[src/rtl/parking_pkg.sv]
// rtl/parking_pkg.sv - shared types for the parking gate arbiter
package parking_pkg;

  // Gate sequencer states; the 2-bit encoding is fully used.
  typedef enum logic [1:0] {
    IDLE      = 2'd0,
    SERVE_IN  = 2'd1,
    SERVE_OUT = 2'd2,
    CLOSING   = 2'd3
  } gate_state_t;

  // Lane identifier, also used as the round-robin priority token.
  typedef enum logic {
    LANE_IN  = 1'b0,
    LANE_OUT = 1'b1
  } lane_t;

  // The lane that gets priority after the given lane has been served.
  function automatic lane_t other_lane(input lane_t served);
    return (served == LANE_IN) ? LANE_OUT : LANE_IN;
  endfunction

endpackage

[src/rtl/parking_hold_timer.sv]
// rtl/parking_hold_timer.sv - cycle counter with clear, enable and terminal compare
module parking_hold_timer #(
  parameter int TMR_W = 16
) (
  input  logic             clk,
  input  logic             reset,
  input  logic             clear,
  input  logic             enable,
  input  logic [TMR_W-1:0] terminal,
  output logic             expired
);

  localparam logic [TMR_W-1:0] ONE = TMR_W'(1);

  logic [TMR_W-1:0] count;

  // Count up while enabled; clear has priority so a state change restarts at 0.
  always_ff @(posedge clk or posedge reset) begin
    if (reset) begin
      count <= '0;
    end else if (clear) begin
      count <= '0;
    end else if (enable) begin
      count <= count + ONE;
    end
  end

  // Expired is asserted during the cycle whose count equals the terminal value.
  assign expired = (count == terminal);

endmodule

[src/rtl/parking_gate_arbiter.sv]
// rtl/parking_gate_arbiter.sv - shared barrier sequencer for entry and exit lanes
module parking_gate_arbiter
  import parking_pkg::*;
#(
  parameter int CNT_W          = 8,
  parameter int CAPACITY       = 255,
  parameter int TIMEOUT_CYCLES = 1000,
  parameter int CLOSE_CYCLES   = 4,
  parameter int TMR_W          = 16
) (
  input  logic             clk,
  input  logic             reset,
  input  logic             req_in,
  input  logic             req_out,
  input  logic             pass_sense,
  input  logic [CNT_W-1:0] occupancy,
  output logic             grant_in,
  output logic             grant_out,
  output logic             gate_open,
  output logic             car_enter,
  output logic             car_exit,
  output logic             full,
  output logic             timeout
);

  localparam logic [CNT_W-1:0] CAP        = CNT_W'(CAPACITY);
  localparam logic [TMR_W-1:0] SERVE_TERM = TMR_W'(TIMEOUT_CYCLES - 1);
  // The IDLE arbitration cycle is the last closed cycle of the hold-off, so
  // CLOSING itself lasts one cycle less than the full hold-off.
  localparam logic [TMR_W-1:0] CLOSE_TERM =
    TMR_W'((CLOSE_CYCLES > 1) ? (CLOSE_CYCLES - 2) : 0);

  gate_state_t      state, state_n;
  lane_t            prio, prio_n;
  logic             grant_in_n, grant_out_n;
  logic             car_enter_n, car_exit_n, timeout_n;
  logic             full_n;
  logic             in_ok, out_ok;
  logic             tmr_clear, tmr_enable, tmr_expired;
  logic [TMR_W-1:0] tmr_term;

  // Entry also checks the registered full flag so a grant never coincides with full=1.
  assign in_ok  = req_in  & (occupancy < CAP) & ~full;
  assign out_ok = req_out & (occupancy != '0);
  assign full_n = (occupancy >= CAP);

  parking_hold_timer #(
    .TMR_W (TMR_W)
  ) u_hold_timer (
    .clk      (clk),
    .reset    (reset),
    .clear    (tmr_clear),
    .enable   (tmr_enable),
    .terminal (tmr_term),
    .expired  (tmr_expired)
  );

  // State, priority token and all outputs are registered.
  always_ff @(posedge clk or posedge reset) begin
    if (reset) begin
      state     <= IDLE;
      prio      <= LANE_OUT;
      grant_in  <= 1'b0;
      grant_out <= 1'b0;
      gate_open <= 1'b0;
      car_enter <= 1'b0;
      car_exit  <= 1'b0;
      full      <= 1'b0;
      timeout   <= 1'b0;
    end else begin
      state     <= state_n;
      prio      <= prio_n;
      grant_in  <= grant_in_n;
      grant_out <= grant_out_n;
      gate_open <= grant_in_n | grant_out_n;
      car_enter <= car_enter_n;
      car_exit  <= car_exit_n;
      full      <= full_n;
      timeout   <= timeout_n;
    end
  end

  // Next-state, next-output and hold-timer control.
  always_comb begin
    state_n     = state;
    prio_n      = prio;
    grant_in_n  = 1'b0;
    grant_out_n = 1'b0;
    car_enter_n = 1'b0;
    car_exit_n  = 1'b0;
    timeout_n   = 1'b0;
    tmr_clear   = 1'b0;
    tmr_enable  = 1'b0;
    tmr_term    = SERVE_TERM;

    case (state)
      IDLE: begin
        tmr_clear = 1'b1;
        if (in_ok && (!out_ok || prio == LANE_IN)) begin
          state_n    = SERVE_IN;
          grant_in_n = 1'b1;
          prio_n     = other_lane(LANE_IN);
        end else if (out_ok) begin
          state_n     = SERVE_OUT;
          grant_out_n = 1'b1;
          prio_n      = other_lane(LANE_OUT);
        end
      end

      SERVE_IN, SERVE_OUT: begin
        tmr_term = SERVE_TERM;
        if (pass_sense) begin
          state_n     = CLOSING;
          tmr_clear   = 1'b1;
          car_enter_n = (state == SERVE_IN);
          car_exit_n  = (state == SERVE_OUT);
        end else if (tmr_expired) begin
          state_n   = CLOSING;
          tmr_clear = 1'b1;
          timeout_n = 1'b1;
        end else begin
          tmr_enable  = 1'b1;
          grant_in_n  = (state == SERVE_IN);
          grant_out_n = (state == SERVE_OUT);
        end
      end

      CLOSING: begin
        tmr_term = CLOSE_TERM;
        if (tmr_expired) begin
          state_n   = IDLE;
          tmr_clear = 1'b1;
        end else begin
          tmr_enable = 1'b1;
        end
      end

      default: begin
        state_n   = IDLE;
        tmr_clear = 1'b1;
      end
    endcase
  end

endmodule

[config.mk]
export PLATFORM = sky130hd
export DESIGN_NAME = parking_gate_arbiter
export DESIGN_NICKNAME = d
export VERILOG_FILES = /design/src/rtl/parking_pkg.sv /design/src/rtl/parking_hold_timer.sv /design/src/rtl/parking_gate_arbiter.sv
export SDC_FILE = /design/constraint.sdc
export NUM_CORES = 1
export LEC_CHECK = 0
export ABC_CLOCK_PERIOD_IN_PS = 5400
export BUFFER_PORTS_ARGS = -buffer_cell sky130_fd_sc_hd__buf_4
export CAP_MARGIN = 5
export CORE_ASPECT_RATIO = 2
export CORE_UTILIZATION = 51
export DETAILED_ROUTE_END_ITERATION = 16
export HOLD_SLACK_MARGIN = 0.15
export MAX_ROUTING_LAYER = met4
export PLACE_DENSITY = 0.75
export RECOVER_POWER = 100
export SYNTH_ARGS = -nofsm -noshare
export SYNTH_HDL_FRONTEND = slang
export SYNTH_HIERARCHICAL = 1
export SYNTH_SLANG_ARGS = --single-unit
[constraint.sdc]
create_clock -name clk -period 5.4 [get_ports clk]
set_input_delay 0 -clock clk [delete_from_list [all_inputs] [get_ports clk]]
set_output_delay 0 -clock clk [all_outputs]
set_load 0.05 [all_outputs]
==> impl_results.md <==
* First-pass GRT wire length at 6180 um
* Post-synth top area cell: dfrtp_1
* Worst-path fanout max at 11
* Design area at 1830 um^2
* Clk buf depth at 2
* Max-cap violations at 0
* Post-synth top area share at 39.6%
* Setup bufs post-CTS at 0
* Drt pass-1 iters at 4
* Post-route ant nets at 0
* Hold Slack at 0.199 ns
* Vias in the first global route at 1423
* Synth area leaders: dfrtp_1 40%, xnor2_1 14%, ha_1 4.7%, nor2_1 4.3%, nand4_1 3.2%
* Fmax at 233 MHz
* CP arrival at 4.45 ns
* Die span in y at 80.8 um
* Placed wire-length estimate at 3020 um
* Die W at just over 40 um
* Initial antenna violation count at 0
* Crit end category: flip-flop
* Commonest cells in the netlist: 26 x xnor2_1, 25 x dfrtp_1, 18 x nor2_1
* Worst EP required at 5.56 ns
* Nets at 213
* Worst Tran Pin Value at 0.789 ns
* CTS tree: done
* Post-DR vias/cell at 5.84
* Yosys synthesis warning count at 6
* Num ports at 20
* P&R area growth vs syn at 15.6%
* Final wirelength at 3680 um
* Setup_tns at 0 ns
* Top FF cell, synth: dfrtp_1
* Clock Latency Late Sink at 0.27 ns
* Area post-placement at roughly 1800 um^2
* Status: complete, no violations
* # diodes at 0
* Clock skew at 0.00206 ns
* Pin count of the biggest net entering global routing at 17
* # resized after CTS at 0
* Cell Count, Final, Fillers Out at 223
* Kind of critical path: flip-flop to flip-flop
* GRT Total Usage at 27.5%
* Yosys cell types at 41
* Clock slew at reported path FFs at 0.09 ns
* Most common cell in the synthesized netlist: xnor2_1
* Pwr dens at 399 nW/um^2
* Wire per inst at 16.5 um
* Via Count at 1303
* Leak at 0.000784 uW
* Cell Rows at 28
* Ratio of cells with drive above 1 in the final layout at 11.9%
* Slew Limit Fails at 0
* Yosys reg bits at 26
* Avg Inst Size Synth at 9.95 um^2
* GRT Residual Overflow at 0
* Dpl cells at 213
* Initial Util at 53.7%
* DRC at 0
* Worst setup margin at 1.11 ns
* IO buf count at 19
* Hold/Removal Path Class: primary input to flip-flop
* Die ar. at 3340 um^2
* Hold violation count in the final report at 0
* Final Setup Violations at 0
* Seq/Total Area, Yosys at 41.2%
* VDD IR max at roughly 270 uV
* Placer Congestion at 0.884
* Tmin final at 4.29 ns
* Num CTS Buffers at 3
* Startpoint Class: flip-flop
* Core area at 2940 um^2
* 1st-iter DRT viols at 32
* Filler cells at ~270
* Worst slew margin at ~47%
* Htree depth at 1
* Dpl ws at around 1.4 ns
* Post-synthesis instance total at 159
* Synth async-reset ratio at between 90% and 100%
* EDFF count, synth at 0
* Unrepaired setup endpoints after global routing: false
* Root buf cell: clkbuf_8
* Tcrit/Tclk final at 79.5%
* Post-Syn Area at 1580 um^2
* Clock Sinks at 26
[worst max-delay path: stages, from the launching register on]
cell       delay (ns)
dfrtp_1          0.44
ha_1             0.23
inv_1            0.27
xnor2_1          0.17
nand4_1          0.12
nor4_1           0.61
a21oi_1          0.15
o21bai_1         0.65
o2111ai_1        0.45
nor4_1           0.62
nand3_2          0.13
mux2_1           0.32
[power breakdown]
| group | internal, uW | switching, uW |
|---|---|---|
| Sequential | 228 | 27.9 |
| Combinational | 127 | 220 |
| Clock | 65.2 | 60.6 |
| Total | 420 | 309 |
[area by class of cell]
| type | instances | area (um^2) | share of cell area [%] |
|---|---|---|---|
| Tap cell | 30 | 37.5 | 2.05 |
| Sequential cell | 26 | 652 | 35.7 |
| Inverter | 10 | 37.5 | 2.05 |
| Timing Repair Buffer | 26 | 184 | 10.1 |
| Multi-Input combinational cell | 127 | 862 | 47.2 |
| Clock buffer | 4 | 55.1 | 3.01 |
[layer usage]
metal / wire length, um / up-vias / GRT usage, %
li1: - / 611 / -
met1: 1180 / 643 / 25.5
met2: 2290 / 37 / 51.6
met3: 89 / 12 / 2.19
met4: 124 / 0 / 11.3
met5: 0 / - / -
[metrics by stage]
step,utilization [%],total power [uW]
2_1_floorplan,-,531
3_3_place_gp,60.5,605
3_5_place_dp,60.5,627
4_1_cts,64.4,754
5_1_grt,62.1,772
6_report,62.1,729
[sequential cells by signal (all words and copies together) (netlist names)]
name and flops:
car_exit 1, car_enter 1, state 2, timeout 1, u_hold_timer/count 16, gate_open 1
full 1, prio 1, grant_in 1, grant_out 1
[cells in the final DEF, fill, tap and decap left out, types with 2 or more instances in the layout]
cell	Yosys	final
xnor2_1	26	26
o211a_1	2	2
clkbuf_8	0	4
inv_1	10	10
dlygate4sd3_1	0	6
nor3_1	4	4
conb_1	2	9
dfrtp_1	25	25
o21ai_0	6	6
ha_1	6	6
mux2i_1	2	2
o21bai_1	2	2
nand2_1	7	7
mux2_1	1	2
nand4_1	8	8
o211ai_1	3	3
a21oi_1	4	4
buf_4	1	11
clkbuf_1	1	7
nor2b_1	3	3
or3_2	2	2
nor2_1	18	18
nor4_1	3	4
nand3_1	2	2
clkbuf_4	0	2
o22ai_1	2	2
[repair_timing]
action	4_1_cts	5_1_grt
setup endpoints to repair	0	0
hold endpoints to repair	32	0
hold buffers	6	0
[final timing paths]
check	startpoint	end	slack, ns	depth (start not counted)
worst max-delay path	state[0]	u_hold_timer/count[15]	1.11	11
max in group asynchronous	reset	u_hold_timer/count[0]	4.65	3
worst min-delay path	occupancy[6]	prio	0.20	5
min in group asynchronous	reset	grant_in	0.28	3
worst min register to register	prio	prio	0.51	2
worst max register to register	state[0]	u_hold_timer/count[15]	1.11	11
[logic make-up (layout without fill, tap and decap cells)]
| logic type | count (synthesis) | count (layout) | synth area share [%] |
|---|---|---|---|
| DFF | 26 | 26 | 41.2 |
| xor gates and xnor gates | 27 | 27 | 15.0 |
| adders and majority gates | 6 | 6 | 4.75 |
| AOI/OAI and AO/OA | 24 | 24 | 11.1 |
| and+or+nand+nor | 57 | 57 | 21.2 |
| buffers and inverters | 13 | 40 | 3.40 |
| other | 2 | 9 | 0.475 |
| muxes | 4 | 4 | 2.93 |
No activity file was read; power rests on OpenSTA's default activity.
